<file path="src/rtl/spi_master_byte.sv">
// ---------------------------------------------------------------------------
// spi_master_byte
//
// Byte-oriented SPI master, mode 0 (CPOL=0, CPHA=0), MSB first.
// The host side is a valid/ready byte stream. Consecutive bytes of one frame
// keep chip select low. A byte flagged as last raises chip select after it
// and then holds a minimum deselect gap.
//
// MISO is sampled on the clock edge that raises SCK. MOSI changes on the
// edge that lowers SCK. This matches a slave that shifts MISO on the SCK
// negedge and samples MOSI on the SCK posedge.
//
// Parameters
//   CLK_DIV     clk_i cycles per SCK half-period (legal range 2..255)
//
// Ports
//   clk_i       system clock, all registers on its rising edge
//   rst_i       synchronous reset, active-high
//   tx_data_i   byte to send, MSB first
//   tx_last_i   1 = raise CS after this byte (end of frame)
//   tx_valid_i  tx_data_i / tx_last_i valid
//   tx_ready_o  byte accepted when tx_valid_i & tx_ready_o
//   rx_data_o   byte shifted in from MISO, stable until the next rx_valid_o
//   rx_valid_o  one-cycle pulse when rx_data_o is updated
//   busy_o      1 whenever the master is not idle
//   spi_sck_o   SPI clock, idles low
//   spi_mosi_o  SPI data out
//   spi_miso_i  SPI data in (asynchronous)
//   spi_cs_o    chip select, active low
// ---------------------------------------------------------------------------
module spi_master_byte #(
    parameter int CLK_DIV = 4
) (
    input  logic       clk_i,
    input  logic       rst_i,
    input  logic [7:0] tx_data_i,
    input  logic       tx_last_i,
    input  logic       tx_valid_i,
    output logic       tx_ready_o,
    output logic [7:0] rx_data_o,
    output logic       rx_valid_o,
    output logic       busy_o,
    output logic       spi_sck_o,
    output logic       spi_mosi_o,
    input  logic       spi_miso_i,
    output logic       spi_cs_o
);

    typedef enum logic [2:0] {
        IDLE,
        SETUP,
        HIGH,
        LOW,
        WAIT,
        GAP
    } state_t;

    localparam logic [7:0] DIV_LOAD = 8'(CLK_DIV - 1);

    state_t     state;
    logic [7:0] div_cnt;
    logic [2:0] bit_cnt;
    logic [6:0] tx_shift;
    logic [7:0] rx_shift;
    logic       last_byte;
    logic       final_phase;
    logic       div_done;
    logic       accept;

    assign div_done   = (div_cnt == 8'd0);
    assign tx_ready_o = (state == IDLE) || (state == WAIT);
    assign busy_o     = (state != IDLE);
    assign accept     = tx_valid_i && tx_ready_o;

    // Whole master in one registered FSM, so every SPI pin comes from a flop.
    // The divider counts DIV_LOAD..0 and each timed phase ends on the cycle it
    // reads 0. Each phase entry reloads it. Outside timed phases it rests at 0.
    // MISO goes straight into the rx shifter on the edge that raises SCK.
    // That shifter is its only sampling point.
    // final_phase marks the low phase after bit 7. bit_cnt alone cannot tell
    // it apart from the low phase after bit 6, because both see bit_cnt == 7.
    always_ff @(posedge clk_i) begin
        if (rst_i) begin
            state       <= IDLE;
            spi_cs_o    <= 1'b1;
            spi_sck_o   <= 1'b0;
            spi_mosi_o  <= 1'b0;
            rx_data_o   <= 8'h00;
            rx_valid_o  <= 1'b0;
            bit_cnt     <= 3'd0;
            div_cnt     <= 8'd0;
            tx_shift    <= 7'd0;
            rx_shift    <= 8'h00;
            last_byte   <= 1'b0;
            final_phase <= 1'b0;
        end else begin
            rx_valid_o <= 1'b0;
            if (!div_done) begin
                div_cnt <= div_cnt - 8'd1;
            end

            case (state)
                IDLE, WAIT: begin
                    if (accept) begin
                        tx_shift    <= tx_data_i[6:0];
                        last_byte   <= tx_last_i;
                        spi_cs_o    <= 1'b0;
                        spi_mosi_o  <= tx_data_i[7];
                        bit_cnt     <= 3'd0;
                        final_phase <= 1'b0;
                        div_cnt     <= DIV_LOAD;
                        state       <= SETUP;
                    end
                end

                SETUP: begin
                    if (div_done) begin
                        spi_sck_o <= 1'b1;
                        rx_shift  <= {rx_shift[6:0], spi_miso_i};
                        div_cnt   <= DIV_LOAD;
                        state     <= HIGH;
                    end
                end

                HIGH: begin
                    if (div_done) begin
                        spi_sck_o <= 1'b0;
                        div_cnt   <= DIV_LOAD;
                        state     <= LOW;
                        if (bit_cnt != 3'd7) begin
                            spi_mosi_o <= tx_shift[6];
                            tx_shift   <= {tx_shift[5:0], 1'b0};
                            bit_cnt    <= bit_cnt + 3'd1;
                        end else begin
                            rx_data_o   <= rx_shift;
                            rx_valid_o  <= 1'b1;
                            final_phase <= 1'b1;
                        end
                    end
                end

                LOW: begin
                    if (div_done) begin
                        if (!final_phase) begin
                            spi_sck_o <= 1'b1;
                            rx_shift  <= {rx_shift[6:0], spi_miso_i};
                            div_cnt   <= DIV_LOAD;
                            state     <= HIGH;
                        end else if (last_byte) begin
                            spi_cs_o   <= 1'b1;
                            spi_mosi_o <= 1'b0;
                            div_cnt    <= DIV_LOAD;
                            state      <= GAP;
                        end else begin
                            state <= WAIT;
                        end
                    end
                end

                GAP: begin
                    if (div_done) begin
                        state <= IDLE;
                    end
                end

                default: begin
                    state <= IDLE;
                end
            endcase
        end
    end

endmodule
</file>
<file path="config.mk">
export PLATFORM = sky130hd
export DESIGN_NAME = spi_master_byte
export DESIGN_NICKNAME = d
export VERILOG_FILES = /design/src/rtl/spi_master_byte.sv
export SDC_FILE = /design/constraint.sdc
export NUM_CORES = 1
export LEC_CHECK = 0
export CORE_MARGIN = 8
export CORE_UTILIZATION = 55
export DETAILED_ROUTE_END_ITERATION = 16
export HOLD_SLACK_MARGIN = 0.08
export MAX_ROUTING_LAYER = met4
export PLACE_DENSITY = 0.8
export SKIP_CTS_REPAIR_TIMING = 1
export SLEW_MARGIN = 5
export SYNTH_ARGS = -nofsm -noshare
export SYNTH_HDL_FRONTEND = slang
export SYNTH_SLANG_ARGS = --single-unit
</file>
<file path="constraint.sdc">
create_clock -name clk_i -period 4 [get_ports clk_i]
set_input_delay 0.8 -clock clk_i [delete_from_list [all_inputs] [get_ports clk_i]]
set_output_delay 0.8 -clock clk_i [all_outputs]
set_load 0.03 [all_outputs]
</file>
== After elaboration in Yosys (flattened, before gate mapping) ==
Cells that the tools add are included.

* Output and inout port bits: 14
* Register bits after elaboration: 43

* Bitwise operators: 3
* Mux-type cells: 48
* Reduce and logical (&&, ||, !) cells: 22
* Add/subtract/negate cells: 2
* Equality and inequality tests: 16

{| class="wikitable"
|+ Operators by type and width
! operator !! number
|-
| $mux W8 || 9
|-
| $mux W3 || 9
|-
| $pmux W8 S3 || 1
|-
| $mux W7 || 3
|-
| $ne A2 B2 Y1 const B || 10
|-
| $mux W1 || 18
|-
| $pmux W8 S2 || 1
|-
| $pmux W3 S5 || 1
|-
| $reduce_and A5 Y1 || 3
|-
| $pmux W7 S2 || 1
|-
| $reduce_and A4 Y1 || 3
|-
| $reduce_bool A3 Y1 || 3
|-
| $logic_not A8 Y1 || 1
|-
| $sub A8 B1 Y8 const B || 1
|-
| $reduce_and A7 Y1 || 1
|-
| $eq A3 B2 Y1 const B || 2
|-
| $eq A3 B3 Y1 const B || 2
|-
| $pmux W1 S3 || 2
|-
| $pmux W3 S2 || 1
|-
| $reduce_bool A2 Y1 || 3
|-
| $pmux W1 S2 || 2
|-
| $reduce_or A2 Y1 || 2
|-
| $add A3 B1 Y3 const B || 1
|-
| $eq A3 B1 Y1 const B || 1
|-
| 8 further kinds || 10
|}

== Depth between registers and ports, before layout ==
Gate-level depths: netlist of the first run.

* Depth after elaboration: 6
* Depth in mapped cells: 9
* Mapped depth without buffers: 9

== Worst setup path after synthesis of the first run ==
No wires, ideal clock.

* Path type: register to register
* Start point: reg div_cnt[0]
* End point: reg div_cnt[0]
* Clock period less this slack: 2136 ps
* Path slack: 1864 ps
* Buffers on the path: 0
* Arrival time: 2048 ps
* Stages on the path, launching flop included: 10
* Path through: dfxtp_1 -> inv_1 -> ha_1 -> or3b_2 -> nor2_8 -> inv_2 -> ha_1 -> nor2_1 -> a211o_1 -> a311oi_2

* Cells in the longest elaborated chain, start to end: 6
* Elaborated cells between the ends (all ways): 9

{| class="wikitable"
|+ RTL lines
! element !! RTL line !! RTL
|-
| start, declared || 61 || <nowiki>logic [7:0] div_cnt;</nowiki>
|-
| start signal, assigned || 99 || <nowiki>div_cnt <= div_cnt - 8'd1;</nowiki>
|-
| $sub A8 B1 Y8 / $logic_not A8 Y1 (equally long branches) || 99, 70 ||
|-
| $mux W8 || 98 || <nowiki>if (!div_done) begin</nowiki>
|-
| $mux W8 || 149 || <nowiki>end else if (last_byte) begin</nowiki>
|-
| $mux W8 || 144 || <nowiki>if (!final_phase) begin</nowiki>
|-
| $mux W8 || 143 || <nowiki>if (div_done) begin</nowiki>
|-
| $pmux W8 S3 (*) || 102 || <nowiki>case (state)</nowiki>
|}

Every way passes the cells marked *; elsewhere a longest branch is shown, timed or not.
A chain may end at the register's enable or synchronous reset.

== Worst setup path in the final report of the first run ==
* Start point: reg state[0]
* End point: out tx_ready_o

* Cells in the longest elaborated chain, start to end: 2
* Elaborated cells between the ends (all ways): 3

{| class="wikitable"
|+ RTL lines
! element !! RTL line !! RTL
|-
| start, declared || 60 || <nowiki>state_t state;</nowiki>
|-
| start signal, assigned || 84 || <nowiki>state <= IDLE;</nowiki>
|-
| start signal, assigned || 112 || <nowiki>state <= SETUP;</nowiki>
|-
| start signal, assigned || 121 || <nowiki>state <= HIGH;</nowiki>
|-
| $eq A3 B3 Y1 / $logic_not A3 Y1 (equally long branches) || 71 || <nowiki>assign tx_ready_o = (state == IDLE) || (state == WAIT);</nowiki>
|-
| $logic_or A1 B1 Y1 (*) || 71 ||
|-
| end, declared || 39 || <nowiki>output logic tx_ready_o,</nowiki>
|}

Marked as above.

==> results.yml, run 1 <==
routing:
  antenna_left: 0
  viasPerCell: 5.67
  drt_iter0_drc: 127
  drtPass1Iterations: 4
  wl_microns: 4370
  wl_per_cell_microns: 14.7
  drcViolationCount: 0
  vias: 1691
die:
  design.core.area_sq_um: 3550
  ios: 27
  fp.dieH_microns: 76.0
  dieArea_sq_um: 5780
  rows: 22
  initial_core_util: 0.558
  fp.dieW_microns: 76.0
clock_tree:
  clk_pin_slew_ns: 0.12
  insertion_delay_ns: 0.35
  h-tree-depth: 2
  cts_buffers: 5
  cts_tree: "done"
  clkSinkCount: 43
  cts-root-buf: "clkbuf_4"
  ctsLongestPathBuffers: 2
global_routing:
  overflow: 0
  grt_max_degree: 37
  grt_first_pass_wirelength_microns: 7620
  grt_pass1_vias: 1694
  grt_usage: 0.158
  antenna_found_initial: 0
logic_synthesis:
  yosysTopAreaCellShare: 0.435
  yosysUniqueCellTypes: 51
  synthCells: 227
  syn_area_sq_um: 1980
  synth_edf_count: 0
  synthFlopType: "dfxtp_1"
  syn_avg_cell_area_sq_um: 8.73
  synthArstFlopShare: 0
  synth_seq_cells: 43
  synth_area_leader_cell: "dfxtp_1"
  synth_nets: 245
  ys_seq_area_frac: 0.435
  synth.most_common_cell: "dfxtp_1"
  yosysWarningCount: 0
  ys_top_cells_by_area: "dfxtp_1 43%, a21oi_1 5.3%, nor2_1 4.7%, mux2i_1 4.5%, nand2_1 3.4%"
  yosys-top-cells-count: "43 x dfxtp_1, 25 x nor2_1, 21 x a21oi_1"
place:
  gp_congestion: 0.852
  dp.cells: 290
  port_buffers: 26
  dp_hpwl_microns: 3070
flow_run:
  cap_violations: 0
critical_path:
  cpLargestDelayFamily: "buffers and inverters"
  path_max_fanout: 18
  worstPathArrival_ns: 1.88
  crit_required_ns: 3.20
  cp-start-kind: "flop"
  worst-path-buf-inv: 1
  crit_type: "flop to primary output"
  cpPeakStageDelay_ns: 0.73
  path_cells: "nor2_1 -> clkdlybuf4s50_1"
  crit_path_end_kind: "primary output"
  critical-path-slowest-cell: "clkdlybuf4s50_1"
pwr:
  switching_share: 0.449
  ir_drop_v: 0.000396
  p_leak_uw: 0.000878
  internal_power_uw: 924
  p_total_uw: 1680
  power_frac_comb: 0.498
  clockPowerShare: 0.122
  power_switching_uw: 753
  power_frac_seq: 0.380
  powerDensity_nw_per_um2: 722
cells_and_area:
  syn2layout_area_growth_pct: 17.2
  drive_gt1_frac: 0.0760
  nets: 267
  antenna_cells: 0
  n_fill_cell: 298
  layoutNonFillerInstCount: 298
sta:
  setup_viol: 0
  slew_headroom: 0.455
  rsz0062_at_grt: "false"
  fin_setup_tns_ns: 0
  worstMarginPinSlew_ns: 0.816
  final-hold-violation-count: 0
  fin_skew_ns: 0.0150
  slew_violations: 0
  min_period_ns: 2.68
  post-route-period-util: 0.670
  clock.fmax_mhz: 373
outcome:
  status: "complete, no violations"
hold_path:
  hold_path.class: "flop to flop"
-- layer usage --
layer / global-route usage / part of all wire
met2: 0.263 / 0.50
met4: 0.0490 / 0.011
met3: 0.0307 / 0.034
met1: 0.187 / 0.46
met5: - / 0
-- layout by cell type (no fill, tap or decap), types with 6 or more instances in the layout --
cell type	instances
dfxtp_1	43
clkdlybuf4s50_1	26
nor2_1	25
a21oi_1	21
nand2_1	18
o21ai_0	13
nand3_1	13
inv_1	9
mux2i_1	9
a311oi_1	6
-- worst register-to-register path: stages, from the launching register on --
cell,delay [ns]
dfxtp_1,0.37
inv_1,0.09
ha_1,0.16
or3b_2,0.56
nor2_8,0.18
inv_2,0.08
ha_1,0.30
nor2_1,0.04
a211o_1,0.30
a311oi_2,0.19
-- registers in the layout, summed over array words and instances, names as in the netlist, 3 cells and up --
name       flops
bit_cnt        3
div_cnt        8
rx_data_o      8
rx_shift       8
state          3
tx_shift       7
-- metrics by stage --
| stage | util | hold WS [ns] | setup WS [ns] | cell area (sq um) |
|---|---|---|---|---|
| floorplan | - | 0.453 | 1.86 | 1980 |
| global placement | 0.639 | 0.463 | 1.57 | 2270 |
| detailed placement | 0.639 | 0.471 | 1.52 | 2270 |
| CTS | 0.654 | 0.490 | 1.30 | 2320 |
| global route | 0.654 | 0.510 | 1.22 | 2320 |
| finish | 0.654 | 0.488 | 1.32 | 2320 |
-- power groups by stage --
stage / clock (uW) / combinational (uW) / sequential, uW
global placement: 0 / 819 / 644
global route: 229 / 932 / 655
detailed placement: 0 / 834 / 646
finish: 204 / 835 / 638
floorplan: 0 / 655 / 620
CTS: 208 / 841 / 638
-- cell families after synthesis --
kind of cell / count (synthesis) / synth area share
xor+xnor: 5 / 0.0221
mux: 9 / 0.0455
fa+ha+maj: 5 / 0.0316
buf+inv: 23 / 0.0455
flops: 43 / 0.435
simple gates: 80 / 0.212
compound gates: 62 / 0.209
-- worst paths after layout --
kind,startpoint,to,slack [ns],cells past startpoint
max,state[0],tx_ready_o,1.32,2
min,bit_cnt[1],bit_cnt[1],0.49,2
max reg2reg,div_cnt[0],div_cnt[0],1.66,9
min reg2reg,bit_cnt[1],bit_cnt[1],0.49,2
-- area by class of cell --
class / instances / area (sq um) / share of cell area
clock buffer: 6 / 41.3 / 0.0178
clock inverter: 2 / 12.5 / 0.00539
inverter: 10 / 37.5 / 0.0162
multi-input combinational: 161 / 1030 / 0.446
sequential: 43 / 861 / 0.371
tap: 48 / 60.1 / 0.0259
timing repair buffer: 28 / 275 / 0.119
(Power assumes the default switching activity.)
==> inputs of run 2 (changes only) <==
- CORE_UTILIZATION: 55 -> 48
- PLACE_DENSITY: 0.8 -> 0.74
- clock period: 4 -> 2.4 ns (I/O delays scaled with it)
==> results.yml, run 2 (synthesis results as in run 1) <==
outcome:
  status: "complete, no violations"
clock_tree:
  ctsLongestPathBuffers: 2
  h-tree-depth: 2
  clkSinkCount: 43
  cts-root-buf: "clkbuf_8"
  cts_tree: "done"
  cts_buffers: 5
  insertion_delay_ns: 0.30
  clk_pin_slew_ns: 0.08
die:
  rows: 23
  dieArea_sq_um: 6440
  initial_core_util: 0.495
  ios: 27
  design.core.area_sq_um: 4000
  fp.dieW_microns: 80.2
  fp.dieH_microns: 80.2
place:
  port_buffers: 26
  gp_congestion: 0.922
  dpl_cell_area_sq_um: 2320
  dp_hpwl_microns: 3130
critical_path:
  path_max_fanout: 5
  crit_required_ns: 1.92
  rr_worst_depth: 7
  crit_type: "flop to primary output"
  cp-start-kind: "flop"
  worstPathArrival_ns: 1.67
  crit_path_end_kind: "primary output"
routing:
  vias: 1729
  antenna_left: 0
  wl_per_cell_microns: 14.3
  drcViolationCount: 0
  viasPerCell: 5.63
  drtPass1Iterations: 4
  wl_microns: 4400
  drt_iter0_drc: 90
cells_and_area:
  final_area_sq_um: 2440
  antenna_cells: 0
  nets: 274
  drive_gt1_frac: 0.105
  final_cell_mix: "43 x dfxtp_1, 26 x clkdlybuf4s50_1, 25 x nor2_1, 21 x a21oi_1, 18 x nand2_1"
  mostFrequentLayoutCell: "dfxtp_1"
  reg_top3: "div_cnt (8), rx_data_o (8), rx_shift (8)"
  syn2layout_area_growth_pct: 23.1
sta:
  min_period_ns: 2.15
  fin_setup_tns_ns: 0
  clock.fmax_mhz: 465
  rsz0062_at_grt: "false"
  post-route-period-util: 0.896
  fin_skew_ns: 0.00392
  final-hold-violation-count: 0
  slew_headroom: 0.614
  slew_violations: 0
  setup_viol: 0
  hold-worst-slack_ns: 0.481
  worstMarginPinSlew_ns: 0.579
flow_run:
  cap_violations: 0
global_routing:
  grt_pass1_vias: 1623
  overflow: 0
  grt_first_pass_wirelength_microns: 7600
  grt_max_degree: 25
  antenna_found_initial: 0
  grt_usage: 0.150
pwr:
  ir_drop_v: 0.000514
  p_leak_uw: 0.000944
  p_total_uw: 3110
  powerDensity_nw_per_um2: 1270
hold_path:
  holdPathStages: 2
  hold_path.class: "flop to flop"
[run 2: cell types whose count changed in the layout (fill, tap and decap cells not counted), sizes merged]
cell and change:
clkbuf -1, bufinv +1, buf +7, clkinv +1, clkinvlp -1
[run 2: area by class of cell]
class                           instances  area (sq um)
Clock inverter                          3          43.8
Multi-Input combinational cell        161          1040
Timing Repair Buffer                   35           328
Tap cell                               50          62.6
Clock buffer                            5          68.8
Sequential cell                        43           861
Fill cell                             354          1560
Inverter                               10          37.5
[run 2: final timing paths]
check | from | end | slack [ns]
worst max-delay path | state[0] | tx_ready_o | 0.25
worst max register to register | div_cnt[2] | div_cnt[0] | 0.27
worst min-delay path | rx_shift[7] | rx_shift[7] | 0.48
worst min register to register | rx_shift[7] | rx_shift[7] | 0.48
[run 2: per-layer routing]
| metal | GRT usage | vias to the layer above | share of wire |
|---|---|---|---|
| li1 | - | 876 | - |
| met4 | 0.0491 | 0 | 0.016 |
| met1 | 0.183 | 803 | 0.47 |
| met3 | 0.0402 | 9 | 0.051 |
| met2 | 0.232 | 41 | 0.46 |
| met5 | - | - | 0 |
[run 2: power breakdown]
group          total, uW  internal (uW)  switching [uW]
Clock                562            310             252
Combinational       1520            635             888
Sequential          1020            878             145
Total               3110           1820            1280
[run 2: worst max-delay path: stages, from the launching register on]
cell and delay (ns):
dfxtp_1 0.36, nor2_1 0.28, clkdlybuf4s50_1 0.74
[run 2: through the flow]
| stage | util | instances | setup slack (ns) |
|---|---|---|---|
| after floorplan | - | 227 | 0.264 |
| after global placement | 0.581 | 299 | 0.185 |
| after detailed placement | 0.581 | 299 | 0.134 |
| after CTS | 0.609 | 307 | 0.115 |
| after global routing | 0.610 | 307 | 0.141 |
| final | 0.610 | 307 | 0.250 |
==> RTL change, RTL diff (flow settings as in run 2) <==
Encoding of `state_t`: now one-hot (6 bits for 6 states).
--- a/src/rtl/spi_master_byte.sv
+++ b/src/rtl/spi_master_byte.sv
@@ -46,13 +46,13 @@
     output logic       spi_cs_o
 );
 
-    typedef enum logic [2:0] {
-        IDLE,
-        SETUP,
-        HIGH,
-        LOW,
-        WAIT,
-        GAP
+    typedef enum logic [5:0] {
+        IDLE  = 6'b000001,
+        SETUP = 6'b000010,
+        HIGH  = 6'b000100,
+        LOW   = 6'b001000,
+        WAIT  = 6'b010000,
+        GAP   = 6'b100000
     } state_t;
 
     localparam logic [7:0] DIV_LOAD = 8'(CLK_DIV - 1);
Behaviour: same outputs for any inputs over 10 cycles, from zero or initial values and one cycle with rst_i high; not proved beyond that.
==> RTL change against run 2 <==
Setup slack better by 25 ps. Combinational power down 33%. Sequential cell count up 3. Highest routed layer unchanged. Total power down 21%. Wire length up 7.0%. Largest power group unchanged. Area after synthesis up 13%. Via count up 7.1%. Cell area up 7.3%.
==> RTL change: results (changes against run 2) <==
Parameter                              Value

Run
  Max-capacitance violation count    0 (unchanged)

Global route
  Antenna violations before repair    0 (unchanged)
  Number of global-route vias before repair    1730 (was 1623)
  First-pass GRT wire length    8100 um (was 7600 um)
  Pin count of the biggest net entering global routing    15 (was 25)
  Tot GR Track Use    0.139 (was 0.150)

Logic synthesis
  Top cells by area in the synthesized netlist    sky130_fd_sc_hd__dfxtp_1, sky130_fd_sc_hd__mux2i_1, sky130_fd_sc_hd__nand2_1 (was sky130_fd_sc_hd__dfxtp_1, sky130_fd_sc_hd__a21oi_1, sky130_fd_sc_hd__nor2_1)
  Primary flip-flop cell chosen by synthesis mapping    sky130_fd_sc_hd__dfxtp_1 (unchanged)
  Proportion of register bits with asynchronous set or reset after synthesis    0 (unchanged)
  Yosys cell types    51 (unchanged)
  Post-synthesis net count    270 (was 245)
  Most numerous cell types in the synthesized netlist    sky130_fd_sc_hd__dfxtp_1, sky130_fd_sc_hd__nand2_1, sky130_fd_sc_hd__nor2_1 (was sky130_fd_sc_hd__dfxtp_1, sky130_fd_sc_hd__nor2_1, sky130_fd_sc_hd__a21oi_1)
  Synthesized area per cell    8.83 um^2 (was 8.73 um^2)
  Number of warning messages in the yosys log    0 (unchanged)
  Sequential element share of the synthesized area    0.412 (was 0.435)

Placement
  Placement-stage worst setup slack    213 ps (was 134 ps)
  Global placer's final weighted congestion    0.947 (was 0.922)
  Hpwl dp    3410 um (was 3130 um)
  Number of I/O port buffers    26 (unchanged)

Drt
  Number of detailed-routing iterations run before antenna repair    4 (unchanged)
  Routed via count divided by cell count    5.54 (was 5.63)
  Detailed Route Iter0 Violations    119 (was 90)
  Sum of routed wire length over all layers    4700 um (was 4400 um)
  Post-DR wirelength/cell    14.1 um (was 14.3 um)

CTS
  CTS HTree Levels    2 (unchanged)
  Clock-pin slew on the worst setup and hold paths    80 ps (about the same)
  Number of clock buffers inserted by TritonCTS    5 (unchanged)
  Library cell used as clock root buffer    sky130_fd_sc_hd__clkbuf_8 (unchanged)
  Clock Tree Buf Depth    2 (unchanged)
  Clock latency reported for the late side of the worst-skew pair    300 ps (about the same)

STA
  Skew final    8.15 ps (was 3.92 ps)
  Worst-Margin Slew    419 ps (was 579 ps)
  Final Slew Violations    0 (unchanged)

Setup path
  Critical-path top delay cell    sky130_fd_sc_hd__dfxtp_1 (was sky130_fd_sc_hd__clkdlybuf4s50_1)
  Cell type group with the largest total delay on the critical path    buffers and inverters (unchanged)
  Largest fanout on the critical path    10 (was 5)
  CP max stage delay    400 ps (was 740 ps)

Worst hold path
  Type of the worst min-delay path    reg -> reg (unchanged)

Cells and area
  Final #Nets    296 (was 274)
  Inserted Diodes    0 (unchanged)
  Largest registers in the final layout    div_cnt: 8 flops, rx_data_o: 8 flops, rx_shift: 8 flops (unchanged)
  Fraction of layout instances using a drive strength above 1    0.121 (was 0.105)
  Number of filler instances in the final layout    411 (was 354)

Run status
  Status    finished clean (unchanged)

Pwr
  Static leakage    0.000995 uW (was 0.000944 uW)
  Worst IR drop on VDD    0.479 mV (was 0.514 mV)
RTL change: cell count changes after synthesis, moves of 5 or more:
cell                              run 2  this run
sky130_fd_sc_hd__nand2_1             18        34
sky130_fd_sc_hd__nand3_1             13         8
sky130_fd_sc_hd__buf_6                0         6
sky130_fd_sc_hd__clkbuf_1            10         4
sky130_fd_sc_hd__o21ai_0             13         7
sky130_fd_sc_hd__mux2i_1              9        14
sky130_fd_sc_hd__buf_2                3         8
RTL change: worst min-delay path, stage by stage, from the launching register on:
cell and delay [ps]:
sky130_fd_sc_hd__dfxtp_1 310, sky130_fd_sc_hd__nand2_1 50, sky130_fd_sc_hd__a21oi_1 50
RTL change: final cells by class:
class                           instances  area (um^2)  area share
Tap cell                               54         67.6      0.0258
Multi-Input combinational cell        181         1160       0.443
Clock buffer                            6         72.6      0.0277
Clock inverter                          2         13.8     0.00526
Timing Repair Buffer                   38          355       0.136
Inverter                                7         28.8      0.0110
Sequential cell                        46          921       0.352
RTL change: per-stage QoR:
step	area, um^2	utilization
2_1_floorplan	2230	-
3_3_place_gp	2520	0.548
3_5_place_dp	2520	0.548
4_1_cts	2610	0.567
5_1_grt	2620	0.569
6_report	2620	0.569
RTL change: final timing paths:
| check | startpoint | end | slack (ps) | cells past startpoint |
|---|---|---|---|---|
| max reg2reg | div_cnt[0] | div_cnt[0] | 410 | 8 |
| max | state[3] | tx_ready_o | 280 | 4 |
| min reg2reg | rx_data_o[3] | rx_data_o[3] | 460 | 2 |
| min | rx_data_o[3] | rx_data_o[3] | 460 | 2 |
RTL change: kinds of logic (layout without fill, tap and decap cells):
| logic type | after synthesis | after routing | synth area share |
|---|---|---|---|
| mux | 14 | 14 | 0.0627 |
| simple gates | 95 | 95 | 0.204 |
| flops | 46 | 46 | 0.412 |
| compound gates | 59 | 59 | 0.192 |
| fa+ha+maj | 4 | 4 | 0.0224 |
| buf+inv | 26 | 53 | 0.0711 |
| xor+xnor | 9 | 9 | 0.0353 |
RTL change: power breakdown:
group	internal, uW	total, uW	switching, uW
registers	880	974	94.2
clock network	206	458	252
logic	432	1020	589
total	1520	2450	936
RTL change: metal layers:
layer,global-route usage,wire length [um],part of all wire,up-vias
met5,-,0,0,-
met3,0.0348,260,0.055,7
met1,0.174,2220,0.47,837
met4,0.0549,89,0.019,0
li1,-,-,-,947
met2,0.210,2130,0.45,61
